## src/rtl/sort_pkg.sv

```systemverilog
// Shared frame geometry and loader state encoding for the sorter front end.
package sort_pkg;

    localparam int unsigned SORT_N     = 6;
    localparam int unsigned SORT_WIDTH = 8;

    typedef enum logic [1:0] {
        COLLECT   = 2'd0,
        LAUNCH    = 2'd1,
        WAIT_DONE = 2'd2
    } loader_state_t;

endpackage

```

## src/rtl/sort_loader.sv

```systemverilog
// Collects N streamed elements into a parallel frame, launches the sorter with a
// one-cycle start pulse and holds the frame until sort_done, guarded by a watchdog.
module sort_loader
    import sort_pkg::*;
#(
    parameter int unsigned N           = SORT_N,
    parameter int unsigned WIDTH       = SORT_WIDTH,
    parameter int unsigned TIMEOUT_CYC = 64
) (
    input  logic                      clk,
    input  logic                      rst_n,
    input  logic                      in_valid,
    input  logic [WIDTH-1:0]          in_data,
    output logic                      in_ready,
    input  logic                      flush,
    output logic [N-1:0][WIDTH-1:0]   data_out,
    output logic                      start,
    input  logic                      sort_done,
    output logic                      busy,
    output logic                      timeout_err
);

    localparam int unsigned IDX_W = (N > 1) ? $clog2(N) : 1;
    localparam int unsigned WD_W  = $clog2(TIMEOUT_CYC);

    loader_state_t            state_q, state_d;
    logic [IDX_W-1:0]         idx_q, idx_d;
    logic [WD_W-1:0]          wd_q, wd_d;
    logic [N-1:0][WIDTH-1:0]  data_q, data_d;
    logic                     err_q, err_d;
    logic                     ready_q, ready_d;
    logic                     start_q, start_d;
    logic                     busy_q, busy_d;

    // State register; the handshake outputs are registered copies of the next state.
    always_ff @(posedge clk or negedge rst_n) begin
        if (!rst_n) begin
            state_q <= COLLECT;
            idx_q   <= '0;
            wd_q    <= '0;
            data_q  <= '0;
            err_q   <= 1'b0;
            ready_q <= 1'b0;
            start_q <= 1'b0;
            busy_q  <= 1'b0;
        end else begin
            state_q <= state_d;
            idx_q   <= idx_d;
            wd_q    <= wd_d;
            data_q  <= data_d;
            err_q   <= err_d;
            ready_q <= ready_d;
            start_q <= start_d;
            busy_q  <= busy_d;
        end
    end

    // Next-state and datapath update.
    always_comb begin
        state_d = state_q;
        idx_d   = idx_q;
        wd_d    = wd_q;
        data_d  = data_q;
        err_d   = err_q;

        unique case (state_q)
            COLLECT: begin
                if (flush) begin
                    idx_d = '0;
                    err_d = 1'b0;
                end else if (in_valid && ready_q) begin
                    data_d[idx_q] = in_data;
                    if (idx_q == IDX_W'(N - 1)) begin
                        idx_d   = '0;
                        state_d = LAUNCH;
                    end else begin
                        idx_d = idx_q + IDX_W'(1);
                    end
                end
            end
            LAUNCH: begin
                wd_d    = '0;
                state_d = WAIT_DONE;
            end
            WAIT_DONE: begin
                wd_d = wd_q + WD_W'(1);
                // Completion outranks a same-cycle watchdog expiry.
                if (sort_done) begin
                    state_d = COLLECT;
                end else if (wd_q == WD_W'(TIMEOUT_CYC - 1)) begin
                    err_d   = 1'b1;
                    state_d = COLLECT;
                end
            end
            default: begin
                state_d = COLLECT;
            end
        endcase

        ready_d = (state_d == COLLECT);
        start_d = (state_d == LAUNCH);
        busy_d  = (state_d != COLLECT);
    end

    assign in_ready    = ready_q;
    assign start       = start_q;
    assign busy        = busy_q;
    assign timeout_err = err_q;
    assign data_out    = data_q;

endmodule

```

## config.mk

```make
export PLATFORM = sky130hd
export DESIGN_NAME = sort_loader
export DESIGN_NICKNAME = d
export VERILOG_FILES = /design/src/rtl/sort_pkg.sv /design/src/rtl/sort_loader.sv
export SDC_FILE = /design/constraint.sdc
export NUM_CORES = 1
export LEC_CHECK = 0
export BUFFER_PORTS_ARGS = -buffer_cell sky130_fd_sc_hd__buf_2
export CAP_MARGIN = 20
export CORE_MARGIN = 1
export CORE_UTILIZATION = 40
export DETAILED_ROUTE_END_ITERATION = 8
export PLACE_DENSITY = 0.77
export SETUP_SLACK_MARGIN = 0.4
export SYNTH_ARGS = -nofsm -noshare
export SYNTH_HDL_FRONTEND = slang
export SYNTH_SLANG_ARGS = --single-unit
```

## constraint.sdc

```tcl
create_clock -name clk -period 1.9 [get_ports clk]
set_input_delay 0.475 -clock clk [delete_from_list [all_inputs] [get_ports clk]]
set_output_delay 0.475 -clock clk [all_outputs]
set_load 0.01 [all_outputs]
```

==> run_results.csv <==
group,metric,value,unit
critical_path,crit_path_end_kind,"register",
die,die_w,82.4,um
sta,grt_setup_unrepaired,"true",
route,wl_per_cell,17.4,um
finish,num_antenna_cells,0,
critical_path,cp.arrival,2070,ps
status,status,"finished, final reports clean",
sta,finalCritPeriodShare,0.974,
global_routing,grt_overflow,0,
clocking,clock_path_buffers,2,
die,core_area,6060,um2
critical_path,worst_setup_path_start_kind,"register",
clocking,clock_latency,340,ps
finish,finalNetCount,300,
yosys,synthCells,181,
global_routing,grt_max_degree,64,
clocking,htree_levels,3,
route,routed_wl,6300,um
finish,areaGrowthSynthToFinish,43.5,%
yosys,synth_cell_types,34,
die,initial_core_util,0.427,
yosys,async_flop_share,1.00,
power,vdd_drop_max,0.635,mV
clocking,cts_tree,"done",
global_routing,antenna_found_initial,0,
yosys,synthFlopType,"dfrtp_1",
sta,worst_pin_slew,352,ps
die,die_h,82.4,um
route,viasPerCell,5.08,
die,dieArea,6790,um2
global_routing,grt_pass1_wl,9810,um
critical_path,path_buf_inv,2,
die,io_pins,65,
finish,drive_gt1_frac,0.613,
die,placementRows,28,
critical_path,critPathMaxStageDelay,410,ps
route,drc,0,
clocking,numCtsBuffers,9,
critical_path,crit_slowest_cell,"dfrtp_1",
yosys,synth_area,2590,um2
sta,fmaxAchievable,540,MHz
yosys,yosysWarnings,0,
route,dr.first_iter.drc_count,49,
sta,fin_worst_skew,11.5,ps
global_routing,grt_use_total,0.206,
critical_path,rr_startpoint,"state_q[0]",
yosys,synth_nets,199,
sta,slew_headroom,0.764,
clocking,clock_sinks,63,
critical_path,critPathMaxFanout,5,
clocking,ctsRootBufferMaster,"clkbuf_8",
critical_path,r2r_setup_slack,50,ps
global_routing,grt_pass1_vias,1889,
power,power_density,1350,nW/um2
sta,slew_violations,0,
sta,finalSetupViolations,0,
power,p_leak,1.93,nW
flow_run,cap_viol_max_count,0,
critical_path,cp_top_family,"simple AND/OR/NAND/NOR gates",
sta,finalSetupTns,0,ps
sta,hold_ws,137,ps
route,drtPass1Iterations,4,
placed_design,portBuffers,64,
placed_design,dp_hpwl,4100,um
route,num_vias,1838,
yosys,ys_seq_elements,63,
worst_hold_path,hp-class,"input port to asynchronous set/reset pin",
route,postRouteAntennaNets,0,
finish,final_cell_mix,"64 x buf_2, 63 x dfrtp_1, 31 x mux2_4",
critical_path,critical_path.cell_chain,"inv_2, ha_4, and4b_2, nand2b_4, nor3b_4, buf_6, mux2_4",
critical_path,required,2120,ps
placed_design,placed_area,3250,um2
finish,final_area,3710,um2
critical_path,startpoint,"state_q[0]",
yosys,synth-edff-count,0,
yosys,synth-seq-area-share,0.610,
critical_path,crit_type,"register to register",
yosys,synth.avg_cell_area,14.3,um2
clocking,hold_buffers,0,
clocking,clkTransAtPathRegs,70,ps
sta,fin_crit,1850,ps
sta,finalHoldViolCount,0,
placed_design,gp_congestion,0.774,
finish,layout_commonest_cell,"buf_2",
[layout make-up]
type / instances / area (um2)
inverter: 5 / 18.8
fill: 465 / 2350
timing repair buffer: 94 / 626
multi-input combinational: 109 / 1170
tap: 75 / 93.8
clock buffer: 11 / 141
clock inverter: 5 / 81.3
sequential: 63 / 1580
[flip-flops by register name (all words and copies together) (netlist names)]
name	count
busy	1
data_out	48
idx_q	3
in_ready	1
start	1
state_q	2
timeout_err	1
wd_q	6
[synthesized netlist by cell type (2+ instances only)]
cell type | count | area share
dfrtp_1 | 63 | 0.61
mux2_2 | 48 | 0.21
nand2_1 | 8 | 0.012
o21ai_0 | 6 | 0.012
ha_1 | 5 | 0.024
inv_1 | 5 | 0.0073
a21oi_1 | 4 | 0.0077
nor2_1 | 4 | 0.0058
buf_2 | 3 | 0.0058
nand3_1 | 3 | 0.0058
nor2b_1 | 3 | 0.0073
a211oi_1 | 2 | 0.0058
a21o_1 | 2 | 0.0058
and3_1 | 2 | 0.0048
mux2i_1 | 2 | 0.0077
nor3_1 | 2 | 0.0039
nor3b_4 | 2 | 0.015
[cell families after synthesis]
kind of cell	share of synthesized area
mux	0.217
simple gates	0.0813
buf+inv	0.0145
xor+xnor	0.00339
fa+ha+maj	0.0242
flops	0.610
compound gates	0.0503
[per-stage QoR]
stage          power (mW)  utilization  std cells  worst slack (ps)
6_report             5.00        0.612        362              49.1
5_1_grt              5.26        0.612        362              1.83
4_1_cts              4.98        0.606        359              69.5
3_5_place_dp         3.48        0.536        336             -75.6
3_3_place_gp         3.42        0.536        336             -36.5
2_1_floorplan        2.83            -        181             -43.7
[worst reg2reg max path, cell delays in order, from the launching register on]
cell and delay, ps:
dfrtp_1 410, inv_2 90, ha_4 120, and4b_2 270, nand2b_4 110, nor3b_4 250, buf_6 170, mux2_4 310
[metal layers]
metal / track usage / up-vias / wire [um]
met1: 0.271 / 925 / 2830
met5: 0 / - / 0
met2: 0.312 / 44 / 3080
li1: - / 856 / -
met3: 0.0451 / 13 / 243
met4: 0.121 / 0 / 155
[where the power goes]
group	switching [mW]	total [mW]	internal [mW]
Combinational	0.788	1.78	0.987
Clock	0.528	1.30	0.775
Sequential	0.218	1.92	1.71
Total	1.53	5.00	3.47
[what timing repair did]
action	in CTS	in global routing
endpoints found under the setup margin	47	53
resized for setup	37	4
setup buffers	7	3
pin swaps	10	7
cloned	0	0
[final timing paths]
path | end | depth (start not counted)
worst max-delay path | data_out[22] | 7
worst min-delay path | data_out[38] | 2
worst max register to register | data_out[22] | 7
worst min register to register | data_out[42] | 1
max in group asynchronous | data_out[19] | 2
min in group clk | data_out[1] | 2
(Power assumes the default switching activity.)
